**config.mk**
```make
export PLATFORM = sky130hd
export DESIGN_NAME = pipe_mdu_ctrl
export DESIGN_NICKNAME = d
export VERILOG_FILES = /design/src/rtl/pipe_mdu_ctrl.sv
export SDC_FILE = /design/constraint.sdc
export NUM_CORES = 1
export LEC_CHECK = 0
export ABC_AREA = 1
export CORE_MARGIN = 3
export CORE_UTILIZATION = 30
export CTS_BUF_LIST = sky130_fd_sc_hd__clkbuf_2 sky130_fd_sc_hd__clkbuf_4 sky130_fd_sc_hd__clkbuf_8
export DETAILED_ROUTE_END_ITERATION = 10
export DONT_BUFFER_PORTS = 1
export PLACE_DENSITY = 0.49
export SKIP_CTS_REPAIR_TIMING = 1
export SLEW_MARGIN = 20
export SYNTH_ARGS = -nofsm -noshare
export SYNTH_HDL_FRONTEND = slang
export SYNTH_SLANG_ARGS = --single-unit
```
**constraint.sdc**
```tcl
create_clock -name clock -period 3.1 [get_ports clock]
set_input_delay 0.465 -clock clock [delete_from_list [all_inputs] [get_ports clock]]
set_output_delay 0.465 -clock clock [all_outputs]
set_load 0.005 [all_outputs]
```
**src/rtl/pipe_mdu_ctrl.sv**
```systemverilog
// Iterative 32-cycle multiply/divide sequencer with HI/LO registers and decode stall.
// Optional divide-by-zero flag output enabled by defining MDU_DIVZ_FLAG_EN.
module pipe_mdu_ctrl #(
    parameter int ITER = 32
) (
    input  logic        clock,
    input  logic        resetn,
    input  logic        start,
    input  logic [1:0]  op,
    input  logic [31:0] a,
    input  logic [31:0] b,
    input  logic        rd_req,
    input  logic        wr_hi,
    input  logic        wr_lo,
    input  logic [31:0] wdata,
    output logic        busy,
    output logic        stall,
    output logic        done,
    output logic [31:0] hi,
    output logic [31:0] lo
`ifdef MDU_DIVZ_FLAG_EN
    ,
    output logic        divz
`endif
);

    // state | meaning
    // IDLE  | waiting for start; mthi/mtlo accepted
    // RUN   | one shift-add / shift-subtract iteration per edge
    // FIX   | sign correction and HI/LO write-back
    typedef enum logic [1:0] {S_IDLE, S_RUN, S_FIX} state_t;

    state_t      state, state_d;
    logic [1:0]  op_q;
    logic        sa, sb;
    logic [4:0]  iter_cnt;
    logic [63:0] acc;
    logic [31:0] opb;
    logic [31:0] hi_q, lo_q;
    logic        done_q;

    logic        signed_op;
    logic [31:0] abs_a, abs_b;
    logic [32:0] mul_sum;
    logic [64:0] div_shift;
    logic [32:0] div_trial;
    logic [63:0] acc_step;
    logic [63:0] prod_fix;
    logic [31:0] res_hi, res_lo;

    assign signed_op = op[0];
    assign abs_a     = (signed_op && a[31]) ? -a : a;
    assign abs_b     = (signed_op && b[31]) ? -b : b;

    // acc holds {partial product, multiplier} or {remainder, dividend/quotient}
    always_comb begin
        mul_sum   = {1'b0, acc[63:32]} + (acc[0] ? {1'b0, opb} : 33'd0);
        div_shift = {acc, 1'b0};
        div_trial = div_shift[64:32] - {1'b0, opb};
        if (op_q[1]) begin
            acc_step = div_trial[32] ? div_shift[63:0]
                                     : {div_trial[31:0], div_shift[31:1], 1'b1};
        end else begin
            acc_step = {mul_sum, acc[31:1]};
        end
    end

    always_comb begin
        prod_fix = (sa ^ sb) ? -acc : acc;
        if (op_q[1]) begin
            res_lo = (sa ^ sb) ? -acc[31:0] : acc[31:0];
            res_hi = sa ? -acc[63:32] : acc[63:32];
        end else begin
            res_lo = prod_fix[31:0];
            res_hi = prod_fix[63:32];
        end
    end

    always_ff @(posedge clock or negedge resetn) begin
        if (!resetn) begin
            state <= S_IDLE;
        end else begin
            state <= state_d;
        end
    end

    always_comb begin
        state_d = state;
        case (state)
            S_IDLE: if (start) state_d = S_RUN;
            S_RUN:  if (iter_cnt == 5'(ITER - 1)) state_d = S_FIX;
            S_FIX:  state_d = S_IDLE;
            default: state_d = S_IDLE;
        endcase
    end

    always_ff @(posedge clock or negedge resetn) begin
        if (!resetn) begin
            op_q     <= 2'b00;
            sa       <= 1'b0;
            sb       <= 1'b0;
            iter_cnt <= 5'd0;
            acc      <= 64'd0;
            opb      <= 32'd0;
            hi_q     <= 32'd0;
            lo_q     <= 32'd0;
            done_q   <= 1'b0;
        end else begin
            done_q <= (state == S_FIX);
            case (state)
                S_IDLE: begin
                    if (start) begin
                        op_q     <= op;
                        sa       <= signed_op & a[31];
                        sb       <= signed_op & b[31];
                        acc      <= {32'd0, abs_a};
                        opb      <= abs_b;
                        iter_cnt <= 5'd0;
                    end else begin
                        if (wr_hi) hi_q <= wdata;
                        if (wr_lo) lo_q <= wdata;
                    end
                end
                S_RUN: begin
                    acc      <= acc_step;
                    iter_cnt <= iter_cnt + 5'd1;
                end
                S_FIX: begin
                    hi_q <= res_hi;
                    lo_q <= res_lo;
                end
                default: ;
            endcase
        end
    end

`ifdef MDU_DIVZ_FLAG_EN
    always_ff @(posedge clock or negedge resetn) begin
        if (!resetn) begin
            divz <= 1'b0;
        end else if (state == S_IDLE && start) begin
            divz <= op[1] && (b == 32'd0);
        end
    end
`endif

    assign busy  = (state != S_IDLE);
    assign stall = busy & (start | rd_req | wr_hi | wr_lo);
    assign done  = done_q;
    assign hi    = hi_q;
    assign lo    = lo_q;

endmodule

```
==> results of run 1 <==
[cells by family after synthesis]
kind of cell	synth area share, %
AND/OR/NAND/NOR	41.0
buffers and inverters	11.6
flip-flops	24.7
XOR/XNOR	1.77
adder cells (fa/ha/maj)	5.29
AO/OA/AOI/OAI	15.7
[final timing paths]
check	endpoint	slack, ps	cells after the start
setup / recovery	acc[57]	180	17
hold / removal	hi[13]	-420	0
setup reg to reg	acc[57]	180	17
hold reg to reg	iter_cnt[4]	510	1
max in group asynchronous	acc[17]	3240	0
min in group clock	lo[24]	30	2
[state kept, by name, summed over array words and instances (netlist names)]
register,cells
op_q,1
state,2
acc,64
sa,1
done,1
hi,32
opb,32
sb,1
iter_cnt,5
lo,32
[cells in the mapped netlist, types with 2 or more instances]
library cell and instances:
fa_1 2, nor2_1 239, a22oi_1 7, dfrtp_1 171
nor2_2 10, buf_2 20, nand3_1 254, nor3_2 2
buf_1 12, inv_2 12, inv_1 392, xor2_1 23
buf_6 2, ha_1 70, o311ai_0 2, nor3_1 32
a21boi_0 2, a21o_1 4, nor4_1 4, o21a_1 2
nand2_1 934, clkbuf_1 56, a22o_1 2, o21bai_1 19
o221ai_1 7, or2_2 15, xnor2_1 12, a21oi_1 166
nand3b_1 19, nor2_4 2, o211ai_1 32, buf_12 4
o21ai_0 225, o21ai_2 3, nand2_8 2, and2_1 4
a31oi_1 3, nand2_2 26, o31ai_1 4, nand4_1 30
o21ai_1 6, nand2_4 4, nand3_2 41
[per-layer routing]
layer  routed length (um)  GRT usage, %
met3                 5300          4.42
met5                    0             0
met1                36700          36.3
met4                 1830          7.05
met2                31200          36.0
[per-stage QoR]
stage	std cells	setup WS, ps	hold slack [ps]
detailed placement	3618	146	185
CTS	3650	139	-497
floorplan	2891	532	169
finish	3652	182	-422
global placement	3618	215	186
global route	3652	22.6	-464
[report_power, final]
| group | internal [W] | leakage, nW | switching, W |
|---|---|---|---|
| clock network | 0.000770 | 0.215 | 0.00107 |
| logic | 0.00585 | 7.33 | 0.0126 |
| registers | 0.00338 | 2.07 | 0.00143 |
| total | 0.00999 | 9.62 | 0.0151 |
[layout make-up]
cell class | instances | area [um2]
clock buffer | 18 | 248
antenna | 1 | 2.50
sequential | 171 | 4280
fill | 6378 | 37900
inverter | 405 | 1520
multi-input combinational | 2219 | 11100
clock inverter | 14 | 179
timing repair buffer | 68 | 563
tap | 756 | 946
==> key figures, run 1 <==
Critical path
  – Crit path max fanout: 32
  – Worst Path Buf+Inv: 2
  – Crit-path most repeated cell: nand2_1
  – Arrival time worst endpoint: 3440 ps
  – Worst setup EP type: register
  – Slowest stage delay, CP: 500 ps
  – Crit path required time: 3630 ps
  – Crit start category: register
  – Crit path max-delay family: simple AND/OR/NAND/NOR gates
  – CP cell instances: inv_1 -> fa_1 -> inv_1 -> nand2_1 -> nand2_1 -> nand3_1 -> nand2_2 -> nand2_2 -> nand2_2 -> nand2_4 -> nand2_4 -> nand2_4 -> nand2_8 -> nand3_2 -> nand3_2 -> nand2_1 -> nand2_1
  – Worst Setup SP: acc[32]
  – Crit Path Class: register to register
  – Slowest-stage cell, CP: dfrtp_1
  – RR Startpoint: acc[32]

Yosys
  – Synth cell types: 56
  – Syn nets: 3067
  – Synthesized cell area: 17300 um2
  – Post-synth top flop: dfrtp_1
  – Post-synth ARST share: 100%
  – Ranking of synthesized cells by area: dfrtp_1, nand2_1, inv_1, nand3_1, o21ai_0
  – Top cell type's share of synthesized area: 24.7%
  – Syn Area/Cell: 5.99 um2
  – Post-synth EDFFs: 0
  – Sequential share of the synthesized area: 24.7%
  – Synth Register Bits: 171
  – Leading area contributor after synthesis: dfrtp_1
  – Ys Warns: 0
  – Post-Syn Instances: 2891

STA
  – Max Clock Skew: 30.5 ps
  – Hold Fails Final Rpt: 171
  – Final setup vio count: 0
  – Fmax: 343 MHz
  – Period utilization: 94.1%
  – Final hold slack: -422 ps
  – Final slew viol count: 0
  – Setup TNS: 0 ps
  – Relative slew slack: 42.2%
  – Slew @ Worst Pin: 867 ps
  – Crit path time final: 2920 ps
  – RSZ-0062 raised after global routing: false

Placement
  – Dpl cell area: 18400 um2
  – Placer Congestion: 0.945
  – PortBufs: 0
  – DPL Wire Length: 59.9 mm

Floorplan
  – Die Area: 60600 um2
  – IO Count: 171
  – Die X-Extent: 246 um
  – Initial Utilization: 30.5%
  – Core Region: 56700 um2
  – Height of the die: 246 um
  – Row Count: 87

GRT
  – Pin count of the biggest net entering global routing: 172
  – First-pass GRT wire length: 112 mm
  – Initial antenna violation count: 1
  – Vias in the first global route: 17.8k
  – Gr usage total: 24.5%
  – GRT overflow: 0

Clock network
  – Clk_lat worst skew: 590 ps
  – Num Clock Sinks: 171
  – Worst-path clk slew: 110 ps
  – CTS max path bufs: 2
  – TritonCTS Buffers: 17
  – CTS tree: yes
  – H-tree depth: 4
  – Root Buffer: clkbuf_8

Cells and area
  – Nets@finish: 3058
  – Most frequent cells in the layout: nand2_1, inv_1, nand3_1
  – Core Util, Final: 33.2%
  – Layout cell share with drive strength beyond 1: 7.88%
  – P&R area growth vs syn: 8.66%
  – Commonest non-fill, non-tap cell in the layout: nand2_1
  – Design Area, Final: 18800 um2

Power and ir drop
  – Cell area power density: 1340 nW/um2
  – Tot Pwr: 0.0251 W
  – LEAKAGE: 9.62 nW
  – VDD IR max: 0.547 mV

Outcome
  – Failing checks: negative hold slack
  – Status: finished, violations left

Route
  – 1st-pass router iterations: 6
  – Detailed Route WL: 75.1 mm
  – WL/cell: 20.6 um
  – Antenna Nets Post-Route: 0
  – Detailed Route Iter0 Violations: 1886
  – DRC errors left: 0
  – Routed vias/inst: 5.20
  – Via count: 19.0k

Run
  – Max-cap viol count: 0

Worst hold path
  – Type of the worst min-delay path: input pin to asynchronous set/reset pin
No activity file was read; power rests on OpenSTA's default activity.
==> run 2, diff against run 1 <==
Settings changed: CAP_MARGIN from default to 15, CTS_BUF_LIST sky130_fd_sc_hd__clkbuf_2 sky130_fd_sc_hd__clkbuf_4 sky130_fd_sc_hd__clkbuf_8 to default, CTS_CLUSTER_SIZE from default to 28.
==> key figures, run 2 (synthesized netlist as in run 1, its figures left out) <==
Power and ir drop
  – VDD IR max: 0.547 mV (+0.18%)
  – LEAKAGE: 9.70 nW (+0.86%)
  – Cell area power density: 1350 nW/um2 (+1.2%)

Critical path
  – CP cell instances: inv_1 -> fa_1 -> inv_1 -> nand2_1 -> nand2_1 -> nand3_1 -> nand2_2 -> nand2_2 -> nand2_2 -> nand2_4 -> nand3_2 -> nand2_8 -> nand3_2 -> nand3_2 -> nand2_1 -> nand2_1
  – Crit path max-delay family: simple AND/OR/NAND/NOR gates
  – Crit path required time: 3490 ps (-140 ps)
  – Worst Setup SP: acc[32]
  – Crit-path most repeated cell: nand2_1
  – Slowest-stage cell, CP: dfrtp_1
  – Crit. path cell count: 16 (-1)
  – FF-to-FF path depth: 16 (-1)
  – Crit path max fanout: 32 (unchanged)
  – Crit start category: register
  – Flop2flop setup slack: 180 ps (about the same)
  – Slowest stage delay, CP: 490 ps (about the same)
  – Last element of the critical path: acc[57]
  – Worst setup EP type: register
  – Worst reg2reg endpoint: acc[57]
  – Crit Path Class: register to register
  – Arrival time worst endpoint: 3310 ps (-130 ps)
  – RR Startpoint: acc[32]
  – Worst Path Buf+Inv: 2 (unchanged)

STA
  – Final slew viol count: 0 (unchanged)
  – RSZ-0062 raised after global routing: false
  – Max Clock Skew: 21.1 ps (-9.39 ps)
  – Hold Fails Final Rpt: 171 (unchanged)
  – Setup TNS: 0 ps (unchanged)
  – Period utilization: 94.3% (+0.15 points)
  – Crit path time final: 2920 ps (+4.62 ps)
  – Final hold slack: -326 ps (+96.8 ps)
  – Relative slew slack: 41.6% (-0.58 points)
  – Slew @ Worst Pin: 876 ps (+8.67 ps)
  – Final setup vio count: 0 (unchanged)
  – Fmax: 342 MHz (-0.16%)

Clock network
  – Clk_lat worst skew: 500 ps (-90 ps)
  – Num Clock Sinks: 171 (unchanged)
  – Root Buffer: clkbuf_16
  – TritonCTS Buffers: 17 (unchanged)
  – H-tree depth: 4 (unchanged)
  – CTS max path bufs: 2 (unchanged)
  – Worst-path clk slew: 80 ps (-30 ps)
  – CTS tree: yes

Floorplan
  – Die X-Extent: 246 um (unchanged)
  – Initial Utilization: 30.5% (unchanged)
  – Die Area: 60600 um2 (unchanged)
  – Row Count: 87 (unchanged)
  – Height of the die: 246 um (unchanged)
  – IO Count: 171 (unchanged)
  – Core Region: 56700 um2 (unchanged)

Route
  – 1st-pass router iterations: 6 (unchanged)
  – Antenna Nets Post-Route: 0 (unchanged)
  – Routed vias/inst: 5.22 (+0.46%)
  – Detailed Route WL: 75.0 mm (-0.10%)
  – Via count: 19.1k (+0.40%)
  – Detailed Route Iter0 Violations: 1899 (+0.69%)
  – DRC errors left: 0 (unchanged)
  – WL/cell: 20.6 um (about the same)

Cells and area
  – Layout cell share with drive strength beyond 1: 7.88% (about the same)
  – Number of antenna diodes: 0 (-1)
  – Number of flip-flops in the largest register: 64 (unchanged)
  – Core Util, Final: 33.5% (+0.32 points)
  – Most frequent cells in the layout: nand2_1, inv_1, nand3_1
  – Nets@finish: 3057 (-0.033%)
  – Most flop-heavy register: acc
  – P&R area growth vs syn: 9.69%
  – FILL cells: 6358 (-0.31%)
  – Commonest non-fill, non-tap cell in the layout: nand2_1

GRT
  – Vias in the first global route: 17.7k (-0.29%)
  – Pin count of the biggest net entering global routing: 172 (unchanged)
  – First-pass GRT wire length: 112 mm (about the same)
  – GRT overflow: 0 (unchanged)
  – Initial antenna violation count: 1 (unchanged)
  – Gr usage total: 24.5% (about the same)

Outcome
  – Failing checks: negative hold slack
  – Status: finished, violations left

Worst hold path
  – Type of the worst min-delay path: input pin to asynchronous set/reset pin

Placement
  – DPL Wire Length: 59.9 mm (unchanged)
  – Placer Congestion: 0.945 (unchanged)
  – PortBufs: 0 (unchanged)

Run
  – Max-cap viol count: 0 (unchanged)
## run 2: worst min path at each step
stage,start,to,slack (ps)
CTS,resetn,acc[52],-370
floorplan,resetn,acc[0],170
finish,resetn,hi[13],-330
global placement,resetn,hi[29],190
detailed placement,resetn,hi[29],180
global route,resetn,hi[13],-350
## run 2: power breakdown
part	internal (W)	leakage (nW)	switching, W
Clock	0.00124	0.303	0.00114
Combinational	0.00585	7.33	0.0126
Sequential	0.00338	2.07	0.00143
Total	0.0105	9.70	0.0152
## run 2: layout make-up
cell class                      count  area [um2]  area share [%]
Clock buffer                       18         439            2.31
Tap cell                          756         946            4.98
Sequential cell                   171        4280            22.5
Timing Repair Buffer               67         553            2.91
Inverter                          405        1520            8.00
Multi-Input combinational cell   2219       11100            58.3
Clock inverter                     14         179           0.942
## run 2: through the flow
step / area [um2] / hold WS, ps / total power [W] / worst slack [ps] / cells
floorplan: 17300 / 169 / 0.0170 / 532 / 2891
global placement: 18400 / 186 / 0.0229 / 215 / 3618
detailed placement: 18400 / 185 / 0.0229 / 146 / 3618
CTS: 19000 / -368 / 0.0254 / 141 / 3650
global route: 19000 / -353 / 0.0280 / 29.4 / 3650
finish: 19000 / -326 / 0.0257 / 177 / 3650
## run 2: per-layer routing
layer,global-route usage [%],routed length (um)
met3,4.15,5850
met4,7.16,1780
met1,36.4,36200
met2,36.1,31100
met5,0,9
